`config.mk`:
```
export PLATFORM = sky130hd
export DESIGN_NAME = spi_master_param
export DESIGN_NICKNAME = d
export VERILOG_FILES = /design/src/rtl/spi_master_param.sv
export SDC_FILE = /design/constraint.sdc
export NUM_CORES = 1
export LEC_CHECK = 0
export ABC_AREA = 1
export BUFFER_PORTS_ARGS = -buffer_cell sky130_fd_sc_hd__buf_2
export CORE_UTILIZATION = 25
export DETAILED_ROUTE_END_ITERATION = 16
export HOLD_SLACK_MARGIN = 0.02
export SETUP_SLACK_MARGIN = 0.3
export SYNTH_ARGS = -nofsm -noshare
export SYNTH_HDL_FRONTEND = slang
export SYNTH_SLANG_ARGS = --single-unit
```
`constraint.sdc`:
```
create_clock -name clk -period 2.5 [get_ports clk]
set_input_delay 0.5 -clock clk [delete_from_list [all_inputs] [get_ports clk]]
set_output_delay 0.5 -clock clk [all_outputs]
set_load 0.05 [all_outputs]
```
`src/rtl/spi_master_param.sv`:
```
// spi_master_param: SPI master with configurable word width, CPOL/CPHA, bit order,
// clock divider and chip selects. Multi-word frames keep CS asserted between words.
module spi_master_param #(
  parameter int unsigned DATA_W = 8,
  parameter int unsigned CS_NUM = 1,
  parameter int unsigned DIV_W  = 8,
  localparam int unsigned CS_W  = (CS_NUM > 1) ? $clog2(CS_NUM) : 1
) (
  input  logic              clk,
  input  logic              rst,
  input  logic              cfg_cpol,
  input  logic              cfg_cpha,
  input  logic              cfg_lsb_first,
  input  logic [DIV_W-1:0]  spi_clk_div,
  input  logic [CS_W-1:0]   cs_sel,
  input  logic              tx_valid,
  output logic              tx_ready,
  input  logic [DATA_W-1:0] tx_data,
  input  logic              tx_last,
  output logic              rx_valid,
  output logic [DATA_W-1:0] rx_data,
  output logic              busy,
  output logic              spi_clk,
  output logic [CS_NUM-1:0] spi_cs_n,
  output logic              spi_mosi,
  input  logic              spi_miso
);

  localparam int unsigned EDGES = 2 * DATA_W;
  localparam int unsigned EW    = $clog2(EDGES + 1);

  typedef enum logic [2:0] {IDLE, SETUP, SHIFT, DONE, HOLD, GAP} state_t;

  state_t            state;
  logic [DIV_W-1:0]  h_q;
  logic [DIV_W-1:0]  cnt;
  logic [EW-1:0]     edge_cnt;
  logic [DATA_W-1:0] tx_sh;
  logic [DATA_W-1:0] rx_sh;
  logic              cpol_q;
  logic              cpha_q;
  logic              lsb_q;
  logic              last_q;

  logic [DIV_W-1:0]  h_in;
  logic [EW-1:0]     edge_nxt;
  logic              accept;
  logic              cnt_done;
  logic              cpha_eff;
  logic              tx_bit;
  logic              first_bit;
  logic [DATA_W-1:0] tx_sh_nxt;
  logic [DATA_W-1:0] first_sh;
  logic [DATA_W-1:0] rx_sh_nxt;
  logic [CS_NUM-1:0] cs_dec;

  // Handshake, divider, shift-register and chip-select decode helpers
  always_comb begin
    h_in      = (spi_clk_div == '0) ? DIV_W'(1) : spi_clk_div;
    edge_nxt  = edge_cnt + EW'(1);
    accept    = tx_valid && tx_ready && ((state == IDLE) || (state == HOLD));
    cnt_done  = (cnt == h_q - DIV_W'(1));
    cpha_eff  = (state == IDLE) ? cfg_cpha : cpha_q;
    tx_bit    = lsb_q ? tx_sh[0] : tx_sh[DATA_W-1];
    tx_sh_nxt = lsb_q ? {1'b0, tx_sh[DATA_W-1:1]} : {tx_sh[DATA_W-2:0], 1'b0};
    first_bit = cfg_lsb_first ? tx_data[0] : tx_data[DATA_W-1];
    first_sh  = cfg_lsb_first ? {1'b0, tx_data[DATA_W-1:1]} : {tx_data[DATA_W-2:0], 1'b0};
    rx_sh_nxt = lsb_q ? {spi_miso, rx_sh[DATA_W-1:1]} : {rx_sh[DATA_W-2:0], spi_miso};
    cs_dec    = '1;
    for (int unsigned i = 0; i < CS_NUM; i++) begin
      cs_dec[i] = (cs_sel != CS_W'(i));
    end
  end

  // Transfer FSM; every output is registered here
  always_ff @(posedge clk) begin
    if (rst) begin
      state    <= IDLE;
      spi_cs_n <= '1;
      spi_clk  <= cfg_cpol;
      spi_mosi <= 1'b0;
      rx_valid <= 1'b0;
      rx_data  <= '0;
      busy     <= 1'b0;
      tx_ready <= 1'b0;
      cnt      <= '0;
      edge_cnt <= '0;
      h_q      <= DIV_W'(1);
      tx_sh    <= '0;
      rx_sh    <= '0;
      cpol_q   <= 1'b0;
      cpha_q   <= 1'b0;
      lsb_q    <= 1'b0;
      last_q   <= 1'b0;
    end else begin
      rx_valid <= 1'b0;
      case (state)
        IDLE: begin
          spi_clk  <= cfg_cpol;
          spi_mosi <= 1'b0;
          tx_ready <= 1'b1;
          if (accept) begin
            cpol_q   <= cfg_cpol;
            cpha_q   <= cfg_cpha;
            spi_cs_n <= cs_dec;
          end
        end
        SETUP, SHIFT: begin
          if (!cnt_done) begin
            cnt <= cnt + DIV_W'(1);
          end else if ((state == SHIFT) && (edge_cnt == EW'(EDGES))) begin
            state    <= DONE;
            rx_valid <= 1'b1;
            rx_data  <= rx_sh;
            cnt      <= '0;
          end else begin
            state    <= SHIFT;
            cnt      <= '0;
            spi_clk  <= ~spi_clk;
            edge_cnt <= edge_nxt;
            // Sampling edges alternate with launch edges; CPHA picks which comes first
            if (edge_nxt[0] != cpha_q) begin
              rx_sh <= rx_sh_nxt;
            end else if (cpha_q || (edge_nxt != EW'(EDGES))) begin
              spi_mosi <= tx_bit;
              tx_sh    <= tx_sh_nxt;
            end
          end
        end
        DONE: begin
          cnt <= '0;
          if (last_q) begin
            state    <= GAP;
            spi_cs_n <= '1;
            spi_mosi <= 1'b0;
          end else begin
            state    <= HOLD;
            tx_ready <= 1'b1;
          end
        end
        HOLD: begin
          spi_clk <= cpol_q;
        end
        GAP: begin
          if (cnt_done) begin
            state    <= IDLE;
            busy     <= 1'b0;
            tx_ready <= 1'b1;
            cnt      <= '0;
          end else begin
            cnt <= cnt + DIV_W'(1);
          end
        end
        default: state <= IDLE;
      endcase

      // Word accept (IDLE or HOLD) overrides the per-state assignments above
      if (accept) begin
        state    <= SETUP;
        busy     <= 1'b1;
        tx_ready <= 1'b0;
        h_q      <= h_in;
        lsb_q    <= cfg_lsb_first;
        last_q   <= tx_last;
        cnt      <= '0;
        edge_cnt <= '0;
        rx_sh    <= '0;
        if (cpha_eff) begin
          tx_sh <= tx_data;
        end else begin
          spi_mosi <= first_bit;
          tx_sh    <= first_sh;
        end
      end
    end
  end

endmodule

```
After elaboration in Yosys (flattened, before gate mapping) --
Cells that the tools add are included. W data, S select, Z words.
Cells by class: add/subtract/negate cells 3, eq/ne operators 21, mux-type cells 44, bitwise logic cells 5, reduce and logical (&&, ||, !) cells 31
Operator list (number):
- $mux W8 | 12
- $mux W1 | 24
- $reduce_and A3 Y1 | 7
- $pmux W8 S2 | 1
- $ne A2 B2 Y1 const B | 7
- $ne A3 B3 Y1 const B | 4
- $pmux W3 S4 | 1
- $reduce_bool A2 Y1 | 6
- $pmux W1 S3 | 3
- $add A8 B1 Y8 const B | 1
- $eq A8 B8 Y1 | 1
- $logic_not A8 Y1 | 1
- $sub A8 B1 Y8 const B | 1
- $eq A3 B2 Y1 const B | 2
- $eq A3 B3 Y1 const B | 2
- $mux W3 | 2
- $reduce_or A2 Y1 | 3
- $reduce_or A3 Y1 | 2
- $add A5 B1 Y5 const B | 1
- $eq A5 B5 Y1 const B | 1
- $ne A5 B5 Y1 const B | 1
- $not A1 Y1 | 5
- $reduce_and A5 Y1 | 1
- $reduce_and A2 Y1 | 2
- 10 further kinds | 13
Storage, ports and cells: register bits after elaboration 58, input bits 25, output and inout port bits 14, logic and storage cells 122

Logic depth before layout (Yosys ltp) --
Gate-level depths: netlist of the first run.
depth after elaboration 10, depth in mapped cells 16, mapped depth without buffers 16

Worst setup path after synthesis of the first run --
No wires, ideal clock.
kind register to register, from register h_q[0], to register rx_sh[1], data arrival time 1.795 ns, required time 2.384 ns, slack 0.589 ns, stages on the path, launching flop included 16, period minus slack after synthesis 1.911 ns, cells stage by stage dfxtp_1 -> inv_1 -> ha_1 -> inv_1 -> nand2_1 -> nand2_1 -> inv_1 -> nand2_1 -> nor2_2 -> nand2_1 -> nor2_2 -> nand2_2 -> nor3_4 -> nand2_4 -> o21ai_0 -> nor2_1
Between the ends: longest elaborated chain between the ends 3
RTL lines:
- start, declared | line 35 | logic [DIV_W-1:0] h_q;
- start signal, assigned | line 162 | h_q <= h_in;
- $sub A8 B1 Y8 | line 62 | cnt_done = (cnt == h_q - DIV_W'(1));
- $eq A8 B8 Y1 | line 62
- $reduce_and A4 Y1 (no source line)
- end signal, assigned | line 123 | rx_sh <= rx_sh_nxt;
- end, declared | line 39 | logic [DATA_W-1:0] rx_sh;
Every way passes these cells. A chain may end at the register's enable or synchronous reset.

Final worst setup path of the first run --
from register h_q[0], to register rx_sh[2]
The elaborated chain is that of the path after synthesis.

==> results of run 1 <==
## metrics by stage
step | instance area (sq um) | instances | hold slack [ns]
5_1_grt | 4090 | 735 | 0.408
3_3_place_gp | 3680 | 717 | 0.450
4_1_cts | 4030 | 733 | 0.361
3_5_place_dp | 3680 | 717 | 0.451
2_1_floorplan | 3270 | 513 | 0.429
6_report | 4090 | 735 | 0.368
## cells by family (layout without fill, tap and decap cells)
group,Yosys count,after routing,share of synthesized area [%]
AOI/OAI and AO/OA,101,101,17.2
buffers and inverters,85,134,10.1
muxes,1,1,0.306
DFF,58,58,35.8
xor gates and xnor gates,7,7,1.88
and+or+nand+nor,256,257,32.8
adders and majority gates,5,5,1.91
## final cells by class
| type | instances | share of cell area [%] |
|---|---|---|
| Multi-Input combinational cell | 371 | 44.5 |
| Sequential cell | 58 | 28.7 |
| Inverter | 71 | 6.64 |
| Timing Repair Buffer | 47 | 6.31 |
| Clock buffer | 9 | 5.51 |
| Tap cell | 172 | 5.26 |
| Clock inverter | 7 | 3.06 |
## state kept, by name, indices dropped and copies added (netlist names), 3 cells and up
register	count
tx_sh	8
cnt	8
state	3
h_q	8
rx_sh	8
edge_cnt	5
rx_data	8
## per-layer routing
layer	vias to the layer above	routed length, um	global-route usage, %	part of all wire (%)
li1	1759	-	-	-
met1	1475	4360	18.4	50
met2	76	3650	20.9	42
met3	20	527	4.31	6.0
met4	0	227	6.24	2.6
met5	-	0	0	0
## worst max-delay path, cell delays in order (launching register included)
cell,delay [ns]
dfxtp_2,0.32
inv_2,0.11
ha_4,0.17
inv_1,0.05
nand2_2,0.06
nand2_1,0.06
nand2_2,0.06
nand2_1,0.07
nor2_2,0.12
nand2_2,0.07
nor2_4,0.12
nand2_4,0.09
nor3_4,0.34
nand2_2,0.14
o21ai_0,0.17
nor2_1,0.05
## power by group through the flow
stage               clock network, mW  registers (mW)  logic, mW
floorplan                           0            1.06      0.330
detailed placement                  0            1.04      0.488
global placement                    0            1.04      0.490
CTS                              1.48            1.02      0.491
global route                     1.53            1.03      0.594
finish                           1.44            1.02      0.525
## worst max path at each step
stage	startpoint	endpoint	slack (ns)	depth (start not counted)
6_report	h_q[0]	rx_sh[2]	0.43	15
5_1_grt	h_q[0]	edge_cnt[1]	0.26	15
4_1_cts	h_q[0]	rx_sh[5]	0.33	15
3_5_place_dp	h_q[0]	rx_sh[3]	0.37	15
3_3_place_gp	h_q[0]	rx_sh[2]	0.40	15
2_1_floorplan	h_q[0]	rx_sh[1]	0.59	15
## repair_timing
item | in CTS | in global routing
setup buffers | 0 | 1
gates resized for setup | 0 | 24
setup endpoints to repair | 0 | 35
## cells in the final DEF, fill, tap and decap left out, types with 4 or more instances in the layout
master / instances
inv_2: 6
nand4_1: 4
o21ai_0: 33
o22ai_1: 7
nand2_1: 136
ha_1: 4
clkbuf_16: 9
buf_2: 38
o211ai_1: 5
a21oi_1: 34
dfxtp_1: 54
nand2_2: 5
xnor2_1: 5
nor2_1: 58
clkinv_4: 4
inv_1: 64
nand3_1: 39
o21ai_1: 10
buf_4: 9
==> flow_metrics.py, run 1 <==
metrics = {
    "outcome": {
        "status": "complete, no violations",
    },
    "global_routing": {
        "antenna_found_initial": 0,
        "grt_pass1_vias": 3115,
        "gr-usage-all-layers_pct": 14.0,
        "grt_pass1_wl_mm": 14.7,
        "gr-total-overflow": 0,
        "grt_max_degree": 20,
    },
    "synthesis": {
        "synth.top_cells.by_area": "dfxtp_1 (35%), nand2_1 (16%), inv_1 (7.6%)",
        "yosysSeqAreaShare_pct": 35.8,
        "syn_inst": 513,
        "synth_common_cells": "nand2_1 (138), inv_1 (66), nor2_1 (58), dfxtp_1 (57), o21ai_0 (43)",
        "syn_avg_cell_area_sq_um": 6.37,
        "async_flop_share_pct": 0,
        "synth_top_area_share_pct": 34.9,
        "ys_warn_count": 0,
        "yosys.cell_types.count": 39,
        "synth_flop_cell": "dfxtp_1",
        "yosysTopAreaCell": "dfxtp_1",
        "syn_area_sq_um": 3270,
        "yosysMostFrequentCell": "nand2_1",
        "syn-num-nets": 543,
        "synth-edff-count": 1,
        "synth_seq_cells": 58,
    },
    "worst_hold_path": {
        "hp-start": "tx_last",
        "whs_path_depth": 3,
        "min_to": "last_q",
        "hold_path.class": "in -> reg",
    },
    "pwr": {
        "combPwrFrac_pct": 17.6,
        "pwr-share-seq_pct": 34.1,
        "power.switching_mw": 0.855,
        "p_sw_share_pct": 28.6,
        "power_mw": 2.99,
        "power_density_nw_per_um2": 731,
        "vdd_drop_max_mv": 0.346,
        "p_leak_nw": 1.83,
        "intPower_mw": 2.13,
        "clockPowerShare_pct": 48.3,
    },
    "critical_path": {
        "timing.rr.end": "rx_sh[2]",
        "critPathMaxFanout": 6,
        "arrival_ns": 2.30,
        "cp.required_ns": 2.73,
        "timing.rr.start": "h_q[0]",
        "worst-r2r-setup-slack_ns": 0.43,
        "startpoint_type": "flop",
        "crit_type": "reg -> reg",
        "reg2regPathDepth": 15,
        "cp-end-kind": "flop",
    },
    "finish": {
        "final_core_utilization_pct": 32.3,
        "area_growth_syn_to_layout_pct": 25.1,
        "multi_input_area_sq_um": 1820,
        "diodes": 0,
        "nFillCells": 1377,
        "num-nets-final": 588,
        "layout-drive-gt1-share_pct": 15.8,
        "register_area_sq_um": 1170,
    },
    "placed_design": {
        "dp_hpwl_mm": 6.44,
        "dp_slack_ns": 0.368,
        "gp_congestion": 0.836,
        "port_buffers": 38,
    },
    "timing": {
        "max_slew_margin_pct": 64.1,
        "hold_viol": 0,
        "grt_setup_unrepaired": "no",
        "fmax_mhz": 482,
        "setup_ws_ns": 0.426,
        "slew_violations": 0,
        "period_share_pct": 83.0,
        "post-route-min-period_ns": 2.07,
        "worst_slew_pin_slew_ns": 0.535,
        "tns_ns": 0,
        "clock_skew_ns": 0.0116,
        "setup_viol_count_final": 0,
    },
    "routing": {
        "wl_mm": 8.76,
        "vias": 3330,
        "first_iter_violations": 306,
        "postRouteAntennaNets": 0,
        "vias_per_cell": 4.53,
        "drt-pass1-iter-count": 4,
        "drc": 0,
        "avgRoutedWirePerCell_um": 11.9,
    },
    "cts": {
        "clk_latency_ns": 0.33,
        "cts_buffers": 9,
        "cts_tree": "done",
        "clock-sinks": 58,
        "clock_path_buffers": 2,
        "cts_hold_buffers": 0,
        "clk_pin_slew_ns": 0.06,
        "ctsHtreeMaxLevel": 3,
        "cts-root-buf": "clkbuf_16",
    },
    "floorplan": {
        "fp.dieW_um": 116,
        "core_area_sq_um": 12700,
        "die-area_sq_um": 13500,
        "start_util_pct": 25.8,
        "die_y_um": 116,
        "pin_count": 39,
        "num_rows": 41,
    },
    "run": {
        "max_cap_violations": 0,
    },
}
Note: power is estimated with default switching activity, not from simulation.
==> run 2: changes to the inputs <==
Settings changed: ABC_AREA 1 to 0.
Clock period 2.5 ns to 1.9 ns, I/O delays scaled along.
==> flow_metrics.py, run 2 <==
metrics = {
    "floorplan": {
        "pin_count": 39,
        "num_rows": 42,
        "die_y_um": 118,
        "start_util_pct": 25.6,
        "fp.dieW_um": 118,
        "die-area_sq_um": 14000,
        "core_area_sq_um": 13200,
    },
    "timing": {
        "setup_viol_count_final": 43,
        "clock_skew_ns": 0.00534,
        "slew_violations": 0,
        "fmax_mhz": 469,
        "worst_slew_pin_slew_ns": 0.590,
        "period_share_pct": 112,
        "hold_viol": 0,
        "finalHoldWorstSlack_ns": 0.286,
        "grt_setup_unrepaired": "yes",
        "setup_ws_ns": -0.233,
        "post-route-min-period_ns": 2.13,
        "max_slew_margin_pct": 60.7,
    },
    "routing": {
        "vias_per_cell": 4.93,
        "first_iter_violations": 204,
        "drc": 0,
        "avgRoutedWirePerCell_um": 14.5,
        "wl_mm": 9.81,
        "vias": 3335,
        "postRouteAntennaNets": 0,
        "drt-pass1-iter-count": 4,
    },
    "worst_hold_path": {
        "hold_path.class": "in -> reg",
        "whs_path_depth": 3,
    },
    "cts": {
        "clk_latency_ns": 0.33,
        "clk_pin_slew_ns": 0.05,
        "cts_tree": "done",
        "clock-sinks": 58,
        "cts-root-buf": "clkbuf_16",
        "ctsHtreeMaxLevel": 3,
        "cts_buffers": 9,
        "cts_hold_buffers": 0,
        "clock_path_buffers": 2,
    },
    "finish": {
        "layout-drive-gt1-share_pct": 37.1,
        "num-nets-final": 526,
        "diodes": 0,
        "nFillCells": 1358,
        "final_core_utilization_pct": 36.9,
        "final_common_cell": "buf_4",
        "area_growth_syn_to_layout_pct": 44.1,
        "final_cell_mix": "buf_4 (55), dfxtp_1 (49), nand2_1 (38), buf_2 (38), nor2_1 (35)",
    },
    "synthesis": {
        "synth_top_family_by_area": "simple AND/OR/NAND/NOR gates",
        "yosysSeqAreaShare_pct": 34.6,
        "synth.mux.area_fraction_pct": 11.9,
        "syn_area_sq_um": 3390,
        "async_flop_share_pct": 0,
        "synth_flop_cell": "dfxtp_1",
        "synth_top_area_share_pct": 33.7,
        "synth-edff-count": 1,
        "synth_compound_area_share_pct": 18.2,
        "yosysTopAreaCell": "dfxtp_1",
        "ys_warn_count": 0,
        "syn-num-nets": 431,
        "syn_inst": 401,
        "synth.top_cells.by_area": "dfxtp_1 (34%), mux2i_1 (8.9%), nand2_1 (4.3%)",
        "yosysMostFrequentCell": "dfxtp_1",
        "synth_common_cells": "dfxtp_1 (57), nand2_1 (39), nor2_1 (37), mux2i_1 (30), a21oi_1 (26)",
        "synth_xor_area_share_pct": 3.36,
        "synthSimpleGateAreaFrac_pct": 25.2,
        "synth_fa_ha_area_share_pct": 1.85,
        "syn_avg_cell_area_sq_um": 8.45,
        "yosys.cell_types.count": 66,
        "synth_seq_cells": 58,
    },
    "global_routing": {
        "grt.busiest_layer": "met2",
        "grt_pass1_vias": 3321,
        "grt_pass1_wl_mm": 16.3,
        "gr-usage-all-layers_pct": 14.8,
        "use_met2_pct": 23.6,
        "grt_max_degree": 47,
        "gr-total-overflow": 0,
        "antenna_found_initial": 0,
        "grt_util_met3_pct": 3.91,
        "grtUsageMet1_pct": 18.6,
    },
    "critical_path": {
        "reg2regPathDepth": 10,
        "path_cells": "inv_2 > ha_4 > xnor2_1 > and4b_1 > a41oi_4 > and2_4 > nor3_4 > buf_12 > or4b_1 > o311ai_1",
        "cp-end-kind": "flop",
        "cp.required_ns": 2.13,
        "crit_type": "reg -> reg",
        "max_stage_delay_ns": 0.46,
        "arrival_ns": 2.37,
        "critPathMaxFanout": 11,
        "startpoint_type": "flop",
        "crit_slowest_cell": "or4b_1",
    },
    "placed_design": {
        "gp_congestion": 0.834,
        "port_buffers": 38,
        "dp_hpwl_mm": 6.99,
    },
    "outcome": {
        "status": "finished, violations left",
        "violations": "setup timing",
    },
    "pwr": {
        "p_leak_nw": 2.06,
        "power_density_nw_per_um2": 868,
        "vdd_drop_max_mv": 0.449,
    },
    "run": {
        "max_cap_violations": 0,
    },
}
## run 2: final timing paths
kind,startpoint,to,slack (ns)
setup / recovery,h_q[1],tx_sh[1],-0.23
hold / removal,tx_last,last_q,0.29
hold reg to reg,h_q[7],h_q[7],0.49
setup reg to reg,h_q[1],tx_sh[1],-0.23
## run 2: final cells by class
type                       instances  area [sq um]  share of cell area (%)
sequential                        58          1190                    24.4
multi-input combinational        306          2290                    47.0
clock buffer                      14           274                    5.61
tap                              176           220                    4.51
clock inverter                     2          10.0                   0.205
inverter                          13          51.3                    1.05
timing repair buffer             108           842                    17.2
## run 2: kinds of logic (layout without fill, tap and decap cells)
| kind of cell | after synthesis | in the layout |
|---|---|---|
| adder cells (fa/ha/maj) | 5 | 5 |
| AND/OR/NAND/NOR | 156 | 156 |
| flip-flops | 58 | 58 |
| buffers and inverters | 37 | 137 |
| AO/OA/AOI/OAI | 93 | 93 |
| multiplexers | 39 | 39 |
| XOR/XNOR | 13 | 13 |
## run 2: timing repair
action	4_1_cts	5_1_grt
gates resized for setup	35	18
setup buffers	5	1
cloned	0	1
endpoints found under the setup margin	51	58
pin swaps	15	8
## run 2: stage by stage
stage	total power [mW]	setup WS (ns)	setup TNS (ns)	instances	instance area, sq um
global route	4.45	-0.325	-9.89	677	4880
global placement	2.46	-0.361	-4.53	654	4300
floorplan	2.09	-0.189	-2.62	401	3460
finish	4.24	-0.233	-5.26	677	4880
detailed placement	2.49	-0.397	-7.10	654	4300
CTS	4.18	-0.180	-4.04	675	4780
## run 2: metal layers
layer | wire, um | part of all wire (%)
met5 | 0 | 0
met4 | 182 | 1.9
met1 | 4540 | 46
met3 | 522 | 5.3
met2 | 4560 | 47
## run 2: power breakdown
part           total [mW]  switching (mW)  leakage [nW]  internal, mW
sequential           1.36          0.0739         0.477          1.29
clock                1.53           0.547         0.143         0.984
combinational        1.34           0.704          1.44         0.638
total                4.24            1.33          2.06          2.91
## run 2: critical path, delay by kind of cell, from the launching register on
family / cells / cell delay, ns
flip-flops: 1 / 0.35
AND/OR/NAND/NOR: 4 / 0.92
AO/OA/AOI/OAI: 2 / 0.27
buffers and inverters: 2 / 0.18
XOR/XNOR: 1 / 0.14
adder cells (fa/ha/maj): 1 / 0.18
==> run 3: changes to the inputs <==
Settings changed: CTS_CLUSTER_SIZE set to 12, PLACE_DENSITY set to 0.47.
==> flow_metrics.py, run 3 (synthesized netlist as in run 2, its figures left out) <==
metrics = {
    "finish": {
        "multi_input_area_sq_um": 2270,
        "area_growth_syn_to_layout_pct": 44.4,
        "diodes": 0,
        "final_cells": 686,
        "num-nets-final": 535,
        "register_area_sq_um": 1190,
        "fin_area_sq_um": 4890,
        "final_cell_mix": "buf_4 (67), dfxtp_1 (49), nand2_1 (38), buf_2 (38), nor2_1 (35)",
        "final_common_cell": "buf_4",
        "layout-drive-gt1-share_pct": 38.6,
        "nFillCells": 1384,
    },
    "floorplan": {
        "die_y_um": 118,
        "die-area_sq_um": 14000,
        "start_util_pct": 25.6,
        "fp.dieW_um": 118,
        "core_area_sq_um": 13200,
        "pin_count": 39,
        "num_rows": 42,
    },
    "critical_path": {
        "max_stage_delay_ns": 0.45,
        "endpoint": "tx_sh[1]",
        "reg2regPathDepth": 10,
        "timing.rr.end": "tx_sh[1]",
        "worst-r2r-setup-slack_ns": -0.27,
        "cp-end-kind": "flop",
        "path_cells": "inv_4 > ha_4 > xnor2_1 > and4b_1 > a41oi_2 > and2_4 > nor3_4 > buf_6 > or4b_1 > o311ai_1",
        "crit_type": "reg -> reg",
        "timing.rr.start": "h_q[0]",
        "critPathMaxFanout": 5,
        "arrival_ns": 2.40,
        "crit_start": "h_q[0]",
        "crit_slowest_cell": "or4b_1",
        "cp.required_ns": 2.13,
        "startpoint_type": "flop",
    },
    "timing": {
        "slew_violations": 0,
        "setup_viol_count_final": 44,
        "post-route-min-period_ns": 2.17,
        "period_share_pct": 114,
        "fmax_mhz": 460,
        "hold_viol": 0,
        "worst_slew_pin_slew_ns": 0.461,
        "clock_skew_ns": 0.00587,
        "setup_ws_ns": -0.273,
        "max_slew_margin_pct": 68.5,
        "grt_setup_unrepaired": "yes",
        "finalHoldWorstSlack_ns": 0.315,
    },
    "placed_design": {
        "port_buffers": 38,
        "dp_slack_ns": -0.349,
        "dp_hpwl_mm": 7.16,
        "gp_congestion": 0.829,
        "place_area_sq_um": 4280,
        "dp.cells": 658,
    },
    "routing": {
        "vias": 3259,
        "drt-pass1-iter-count": 4,
        "vias_per_cell": 4.75,
        "first_iter_violations": 164,
        "drc": 0,
        "wl_mm": 9.74,
        "avgRoutedWirePerCell_um": 14.2,
        "postRouteAntennaNets": 0,
    },
    "outcome": {
        "violations": "setup timing",
        "status": "finished, violations left",
    },
    "cts": {
        "clk_pin_slew_ns": 0.05,
        "cts_tree": "done",
        "cts-root-buf": "clkbuf_16",
        "ctsHtreeMaxLevel": 3,
        "clock_path_buffers": 2,
        "clk_latency_ns": 0.32,
        "clock-sinks": 58,
        "cts_buffers": 9,
    },
    "global_routing": {
        "grt_pass1_vias": 3251,
        "gr-total-overflow": 0,
        "grt_max_degree": 47,
        "grt_pass1_wl_mm": 16.2,
        "gr-usage-all-layers_pct": 14.5,
        "antenna_found_initial": 0,
    },
    "run": {
        "max_cap_violations": 0,
    },
    "pwr": {
        "power_mw": 4.36,
        "vdd_drop_max_mv": 0.422,
        "p_leak_nw": 2.08,
        "power_density_nw_per_um2": 891,
    },
    "worst_hold_path": {
        "hold_path.class": "in -> reg",
    },
}
run 3: cell count changes in the layout (fill, tap and decap cells not counted), sizes merged:
cell / before / now
bufinv: 0 / 1
clkinvlp: 0 / 1
clkinv: 2 / 4
buf: 107 / 117
clkbuf: 15 / 10
run 3: what timing repair did:
action	4_1_cts	5_1_grt
endpoints found under the hold margin	0	0
setup buffers	6	5
endpoints found under the setup margin	47	53
hold buffers	0	0
cloned	1	0
pin swaps	13	17
resized for setup	18	31
run 3: cell type report:
cell class                 instances  share of cell area, %
multi-input combinational        306                   46.4
clock buffer                      10                   4.68
sequential                        58                   24.2
timing repair buffer             117                   18.0
clock inverter                     6                   1.18
inverter                          13                   1.05
tap                              176                   4.50
run 3: through the flow:
stage / setup TNS (ns) / util (%)
floorplan: -2.62 / -
global placement: -7.68 / 32.3
detailed placement: -8.88 / 32.3
CTS: -8.75 / 35.7
global route: -11.98 / 36.9
finish: -6.01 / 36.9
run 3: power breakdown:
group          internal, mW  leakage, nW  switching, mW
Sequential             1.29        0.476         0.0752
Combinational         0.719         1.46          0.721
Clock                  1.00        0.142          0.548
run 3: worst min path at each step:
| stage | start | to | slack (ns) | cells after the start |
|---|---|---|---|---|
| 2_1_floorplan | last_q | last_q | 0.45 | 2 |
| 3_3_place_gp | tx_ready | tx_ready | 0.46 | 2 |
| 3_5_place_dp | tx_ready | tx_ready | 0.47 | 2 |
| 4_1_cts | spi_clk_div[2] | h_q[2] | 0.30 | 3 |
| 5_1_grt | spi_clk_div[4] | h_q[4] | 0.32 | 3 |
| 6_report | spi_clk_div[6] | h_q[6] | 0.31 | 3 |
run 3: layer usage:
layer  track usage, %  vias to the layer above  wire, um
met3             3.81                        8       411
met4             5.38                        0       126
met2             23.3                       53      4510
li1                 -                     1670         -
met5                0                        -         0
met1             18.5                     1528      4690
run 3: worst max-delay path: cells and delay by family (launching register included):
kind | cells | cell delay, ns
AOI/OAI and AO/OA | 2 | 0.35
xor gates and xnor gates | 1 | 0.12
adders and majority gates | 1 | 0.17
buffers and inverters | 2 | 0.17
DFF | 1 | 0.37
and+or+nand+nor | 4 | 0.90
